<file path="config.mk">
export PLATFORM = sky130hd
export DESIGN_NAME = pixel_hit_merger
export DESIGN_NICKNAME = d
export VERILOG_FILES = /design/src/rtl/pixel_hit_merger.sv
export SDC_FILE = /design/constraint.sdc
export NUM_CORES = 1
export LEC_CHECK = 0
export ABC_AREA = 1
export CORE_MARGIN = 3
export CORE_UTILIZATION = 65
export DETAILED_ROUTE_END_ITERATION = 10
export GPL_TIMING_DRIVEN = 0
export PLACE_DENSITY = 0.85
export SYNTH_ARGS = -nofsm -noshare
export SYNTH_HDL_FRONTEND = slang
export SYNTH_SLANG_ARGS = --single-unit
export TNS_END_PERCENT = 1
</file>
<file path="constraint.sdc">
create_clock -name sys_clock -period 6.1 [get_ports sys_clock]
set_input_delay 0.61 -clock sys_clock [delete_from_list [all_inputs] [get_ports sys_clock]]
set_output_delay 0.61 -clock sys_clock [all_outputs]
set_load 0.02 [all_outputs]
</file>
<file path="src/rtl/pixel_hit_merger.sv">
// Merges the up/down column hit streams into one tagged 18-bit stream and
// closes every frame with a trailer word carrying the frame's hit count.

module phm_fifo #(
  parameter int DEPTH       = 8,
  parameter int HOLD_MARGIN = 2
) (
  input  logic        sys_clock,
  input  logic        sys_resetn,
  input  logic        wr_i,
  input  logic [14:0] wdata_i,
  input  logic        rd_i,
  output logic [14:0] rdata_o,
  output logic        empty_o,
  output logic        hold_o,
  output logic        drop_o
);
  localparam int AW = $clog2(DEPTH);

  logic [AW-1:0] wptr_q, rptr_q;
  logic [AW:0]   cnt_q, cnt_d;
  logic [14:0]   mem_q [DEPTH];
  logic          full, wr_ok;

  // a read in the same cycle frees the slot, so a full FIFO still accepts
  assign full    = (cnt_q == (AW+1)'(DEPTH));
  assign wr_ok   = wr_i && (!full || rd_i);
  assign drop_o  = wr_i && !wr_ok;
  assign empty_o = (cnt_q == '0);
  assign hold_o  = (cnt_q >= (AW+1)'(DEPTH - HOLD_MARGIN));
  assign rdata_o = mem_q[rptr_q];

  always_comb cnt_d = cnt_q + (AW+1)'(wr_ok) - (AW+1)'(rd_i);

  always_ff @(posedge sys_clock or negedge sys_resetn) begin
    if (!sys_resetn) begin
      wptr_q <= '0;
      rptr_q <= '0;
      cnt_q  <= '0;
    end else begin
      cnt_q <= cnt_d;
      if (wr_ok) wptr_q <= wptr_q + AW'(1);
      if (rd_i)  rptr_q <= rptr_q + AW'(1);
    end
  end

  always_ff @(posedge sys_clock) begin
    if (wr_ok) mem_q[wptr_q] <= wdata_i;
  end
endmodule

module pixel_hit_merger #(
  parameter int DEPTH       = 8,
  parameter int HOLD_MARGIN = 2
) (
  input  logic        sys_clock,
  input  logic        sys_resetn,
  input  logic        up_valid_i,
  input  logic [14:0] up_addr_i,
  input  logic        down_valid_i,
  input  logic [14:0] down_addr_i,
  input  logic        frame_end_i,
  output logic        up_hold_o,
  output logic        down_hold_o,
  output logic [17:0] data_o,
  output logic        valid_o,
  input  logic        ready_i,
  output logic [7:0]  ovf_cnt_o,
  output logic        busy_o
);
  typedef enum logic [1:0] {S_IDLE, S_STREAM, S_FLUSH, S_TRAILER} state_t;

  state_t      state_q, state_d;
  logic [17:0] data_q, data_d;
  logic        valid_q, valid_d;
  logic [14:0] fcnt_q, fcnt_d;
  logic [7:0]  ovf_q, ovf_d;
  logic        last_up_q, last_up_d;
  logic        pend_q, pend_d;

  logic [14:0] up_rdata, dn_rdata;
  logic        up_empty, dn_empty, up_drop, dn_drop;
  logic        load, can_merge, grant_up, grant_dn, trailer_go;
  logic [8:0]  ovf_sum;

  phm_fifo #(.DEPTH(DEPTH), .HOLD_MARGIN(HOLD_MARGIN)) u_up (
    .sys_clock(sys_clock), .sys_resetn(sys_resetn),
    .wr_i(up_valid_i), .wdata_i(up_addr_i), .rd_i(grant_up),
    .rdata_o(up_rdata), .empty_o(up_empty), .hold_o(up_hold_o), .drop_o(up_drop)
  );

  phm_fifo #(.DEPTH(DEPTH), .HOLD_MARGIN(HOLD_MARGIN)) u_dn (
    .sys_clock(sys_clock), .sys_resetn(sys_resetn),
    .wr_i(down_valid_i), .wdata_i(down_addr_i), .rd_i(grant_dn),
    .rdata_o(dn_rdata), .empty_o(dn_empty), .hold_o(down_hold_o), .drop_o(dn_drop)
  );

  always_ff @(posedge sys_clock or negedge sys_resetn) begin
    if (!sys_resetn) begin
      state_q   <= S_IDLE;
      data_q    <= '0;
      valid_q   <= 1'b0;
      fcnt_q    <= '0;
      ovf_q     <= '0;
      last_up_q <= 1'b1;
      pend_q    <= 1'b0;
    end else begin
      state_q   <= state_d;
      data_q    <= data_d;
      valid_q   <= valid_d;
      fcnt_q    <= fcnt_d;
      ovf_q     <= ovf_d;
      last_up_q <= last_up_d;
      pend_q    <= pend_d;
    end
  end

  // Output process: arbitration, output register load, trailer insertion
  always_comb begin
    load       = !valid_q || ready_i;
    can_merge  = (state_q != S_TRAILER) && load;
    grant_up   = can_merge && !up_empty && (dn_empty || !last_up_q);
    grant_dn   = can_merge && !dn_empty && !grant_up;
    trailer_go = (state_q == S_FLUSH) && load && up_empty && dn_empty;
    data_d     = data_q;
    valid_d    = valid_q;
    last_up_d  = last_up_q;
    fcnt_d     = fcnt_q;
    if (state_q == S_TRAILER) begin
      if (ready_i) valid_d = 1'b0;
    end else if (load) begin
      valid_d = grant_up || grant_dn || trailer_go;
      if (grant_up)        data_d = {3'b010, up_rdata};
      else if (grant_dn)   data_d = {3'b000, dn_rdata};
      else if (trailer_go) data_d = {3'b100, fcnt_q};
    end
    if (grant_up || grant_dn) last_up_d = grant_up;
    if (trailer_go)                                 fcnt_d = '0;
    else if ((grant_up || grant_dn) && fcnt_q != '1) fcnt_d = fcnt_q + 15'd1;
  end

  always_comb begin
    state_d = state_q;
    pend_d  = 1'b0;
    unique case (state_q)
      S_IDLE: begin
        if (frame_end_i) state_d = S_FLUSH;
        else if (up_valid_i || down_valid_i || !up_empty || !dn_empty) state_d = S_STREAM;
      end
      S_STREAM: begin
        if (frame_end_i) state_d = S_FLUSH;
        else if (up_empty && dn_empty && !up_valid_i && !down_valid_i && !valid_d)
          state_d = S_IDLE;
      end
      S_FLUSH: if (trailer_go) state_d = S_TRAILER;
      S_TRAILER: begin
        if (ready_i) begin
          if (pend_q || frame_end_i)     state_d = S_FLUSH;
          else if (!up_empty || !dn_empty) state_d = S_STREAM;
          else                            state_d = S_IDLE;
        end else begin
          pend_d = pend_q || frame_end_i;
        end
      end
      default: state_d = S_IDLE;
    endcase
  end

  always_comb begin
    ovf_sum = 9'(ovf_q) + 9'(up_drop) + 9'(dn_drop);
    ovf_d   = (ovf_sum > 9'd255) ? 8'd255 : ovf_sum[7:0];
  end

  assign data_o    = data_q;
  assign valid_o   = valid_q;
  assign ovf_cnt_o = ovf_q;
  assign busy_o    = (state_q != S_IDLE) || valid_q;
endmodule
</file>
==> run summary <==
outcome: complete, no violations
sw frac: 39.21%
drt initial violations: 1,099
Non-Filler Instances: 1,656
Final Setup Violations: 0
worst vdd ir: 0.3546 mV
Final min period: 3164 ps
Post-DRT Antenna Nets: 0
Mapped Cells: 1,268
Slew headroom: 14.70%
grt ovf: 0
die footprint: 22,250 um^2
Setup TNS: 0 ps
Core Box Area: 19,780 um^2
Resized cells post-CTS: 0
Bufs and invs on worst path: 1
die width: 149.2 um
Routed Wire Length: 31.13 mm
port bufs: 64
vias in the first global route: 9,340
per-cell routed wire length: 18.80 um
ys async rst share: 21.31%
Setup crit start kind: flop
FF+latch count, synth: 305
largest net degree at the start of global routing: 66
H-tree depth: 1
XOR/XNOR Fraction of Synth Area: 1.249%
Synth cell types: 37
dpl cells: 1,602
register area: 8835 um^2
clock sink count: 305
gr usage total: 28.14%
RSZ-0062 raised after global routing: no
Min Hold Slack: 171.6 ps
Hold Path Class: in -> async
Arr. time, crit path: 3320 ps
r2r worst-path depth: 9
first-pass GRT wire length: 48.61 mm
Worst path slowest cell: nor2_1
capture point of the worst reg-to-reg path: u_dn.mem_q[6][2]
post-synthesis sequential area ratio: 66.30%
Seq pwr share: 37.5%
Static Leakage: 6.053 nW
fmax: 0.3160 GHz
Worst-path clk slew: 70 ps
mux contribution to synthesized area: 0%
post-synthesis adder-cell area fraction: 2.329%
r2r setup slk: 2940 ps
hpwl dp: 21.04 mm
main combinational cell family by area after synthesis: simple AND/OR/NAND/NOR gates
CTS Hold Bufs: 0
critical path class: reg -> reg
Synth Net Count: 1,327
P&R area growth vs syn: 15.00%
Setup crit end kind: flop
delay-heaviest family, CP: simple AND/OR/NAND/NOR gates
FILL cells: 1,172
row cnt: 51
Top FF cell, synth: edfxtp_1
Max clock buf depth: 3
most frequent CP cell: nand3_1
die height: 149.2 um
detailed-route via count: 9,643
most frequent cells in the layout: nand2_1 (244), edfxtp_1 (240), nor2_1 (224)
Max Fanout on Critical Path: 15
# DRC: 0
Compound-Gate Fraction of Synth Area: 6.178%
Sw Pwr: 3.030 mW
combinational group share of total power: 39.6%
Final Cell Area: 15,320 um^2
initial antenna violation count: 0
Max-Cap Viols: 0
worst r2r src: u_dn.cnt_q[2]
Final Max Tran Viols: 0
CTS Root Cell: clkbuf_16
area occupied by multi-input gates: 3944 um^2
Power, Total: 7.729 mW
routability cong.: 0.9757
Clock Power Share: 22.9%
number of enable flip-flop cells after synthesis: 240
Worst EP required: 6250 ps
nets: 1,427
Ports: 66
share of cells above drive strength 1: 7.549%
Clock Latency Late Sink: 550 ps
TritonCTS buffer count: 29
syn avg cell area: 10.51 um^2
Placement Cell Area: 14,370 um^2
Final Hold Viols: 0
power per cell area: 504.4 nW/um^2
critical path cell sequence: inv_1 > ha_1 > nand2_4 > nand2_1 > nand3_4 > nand3_1 > nand3_1 > nand3b_1 > nor2_1
Initial DRT Pass Iterations: 7
final worst path period share: 51.88%
Avg Vias per Cell: 5.823
Post-Synth Simple-Gate Area: 19.53%
ant diodes: 0
Critical Path Source: u_dn.cnt_q[2]
Post-CTS Setup Inserts: 0
CTS tree: done
Internal: 4.699 mW
Initial Utilization: 67.36%
worst slew pin tran: 1275 ps
clk_skew: 15.14 ps
YS warnings: 0
Synth Cell Area: 13,330 um^2
leading cell type in the layout, fill and taps excluded: nand2_1
CP peak stage delay: 1020 ps
layout make-up:
type                            instances  share of cell area [%]
Inverter                               86                   2.106
Multi-Input combinational cell        822                   25.73
Sequential cell                       305                   57.65
Tap cell                              265                   2.164
Timing Repair Buffer                   69                   4.531
Clock inverter                         10                  0.6777
Clock buffer                           44                   5.429
Buffer                                 55                   1.706
metrics by stage:
| step | setup WS, ps | utilization, % |
|---|---|---|
| floorplan | 3465 | - |
| global placement | 1971 | 72.28 |
| detailed placement | 2259 | 72.66 |
| CTS | 2785 | 77.39 |
| global route | 2683 | 77.47 |
| finish | 2936 | 77.47 |
worst register-to-register path: cells and delay by family, from the launching register on:
| kind | cells | cell delay, ps |
|---|---|---|
| buffers and inverters | 1 | 80 |
| DFF | 1 | 350 |
| adders and majority gates | 1 | 230 |
| and+or+nand+nor | 7 | 2110 |
logic make-up after synthesis:
group | Yosys count
AND/OR/NAND/NOR | 618
flip-flops | 305
AO/OA/AOI/OAI | 161
buffers and inverters | 141
adder cells (fa/ha/maj) | 23
XOR/XNOR | 19
other | 1
state kept, by name (all words and copies together) (netlist names):
register     flops
u_dn.mem_q     120
u_dn.rptr_q      3
state_q          2
u_up.cnt_q       4
u_dn.wptr_q      3
data_o          17
valid_o          1
u_dn.cnt_q       4
u_up.wptr_q      3
fcnt_q          15
u_up.rptr_q      3
pend_q           1
ovf_cnt_o        8
u_up.mem_q     120
last_up_q        1
worst max path at each step:
| stage | end | slack [ps] | cells past startpoint |
|---|---|---|---|
| after global placement | u_up.mem_q[3][2] | 1970 | 7 |
| after global routing | u_dn.mem_q[6][3] | 2680 | 9 |
| final | u_dn.mem_q[6][2] | 2940 | 9 |
| after floorplan | u_up.mem_q[7][0] | 3470 | 6 |
| after detailed placement | u_up.mem_q[4][3] | 2260 | 9 |
| after CTS | u_up.mem_q[4][2] | 2790 | 10 |
layer usage:
| layer | routed length, um | track usage (%) | up-vias | share of wire, % |
|---|---|---|---|---|
| li1 | - | - | 4453 | - |
| met1 | 11630 | 37.36 | 4537 | 37 |
| met2 | 15370 | 48.04 | 543 | 49 |
| met3 | 2759 | 3.829 | 110 | 8.9 |
| met4 | 1369 | 10.53 | 0 | 4.4 |
| met5 | 0 | 0 | - | 0 |
synthesized netlist by cell type (2+ instances only):
cell | count | share of area [%]
nor3_1 | 9 | 0.34
or2_1 | 5 | 0.23
nand2_1 | 244 | 6.9
o21ai_1 | 8 | 0.30
nor2_4 | 5 | 0.42
nand4_1 | 10 | 0.47
nand3_1 | 91 | 3.4
inv_1 | 77 | 2.2
dfrtp_1 | 64 | 12
nand2_4 | 2 | 0.17
fa_1 | 3 | 0.45
buf_6 | 4 | 0.34
nor2_2 | 2 | 0.094
or2_2 | 2 | 0.094
nand3b_1 | 3 | 0.17
o21ai_0 | 145 | 5.4
edfxtp_1 | 240 | 54
inv_2 | 8 | 0.23
buf_4 | 2 | 0.11
xnor2_1 | 4 | 0.26
nand2_2 | 2 | 0.094
nor2_1 | 231 | 6.5
or2_0 | 10 | 0.47
xor2_1 | 15 | 0.99
buf_1 | 4 | 0.11
buf_2 | 14 | 0.53
a21oi_1 | 5 | 0.19
clkbuf_1 | 31 | 0.87
ha_1 | 20 | 1.9
power groups by stage:
stage | clock network (mW) | logic [mW] | registers [mW]
finish | 1.77 | 3.06 | 2.90
global route | 1.86 | 3.39 | 2.93
CTS | 1.77 | 3.03 | 2.90
detailed placement | 0 | 2.97 | 2.93
global placement | 0 | 2.82 | 2.92
floorplan | 0 | 1.90 | 2.95
Power figures use the tool's default switching activity.
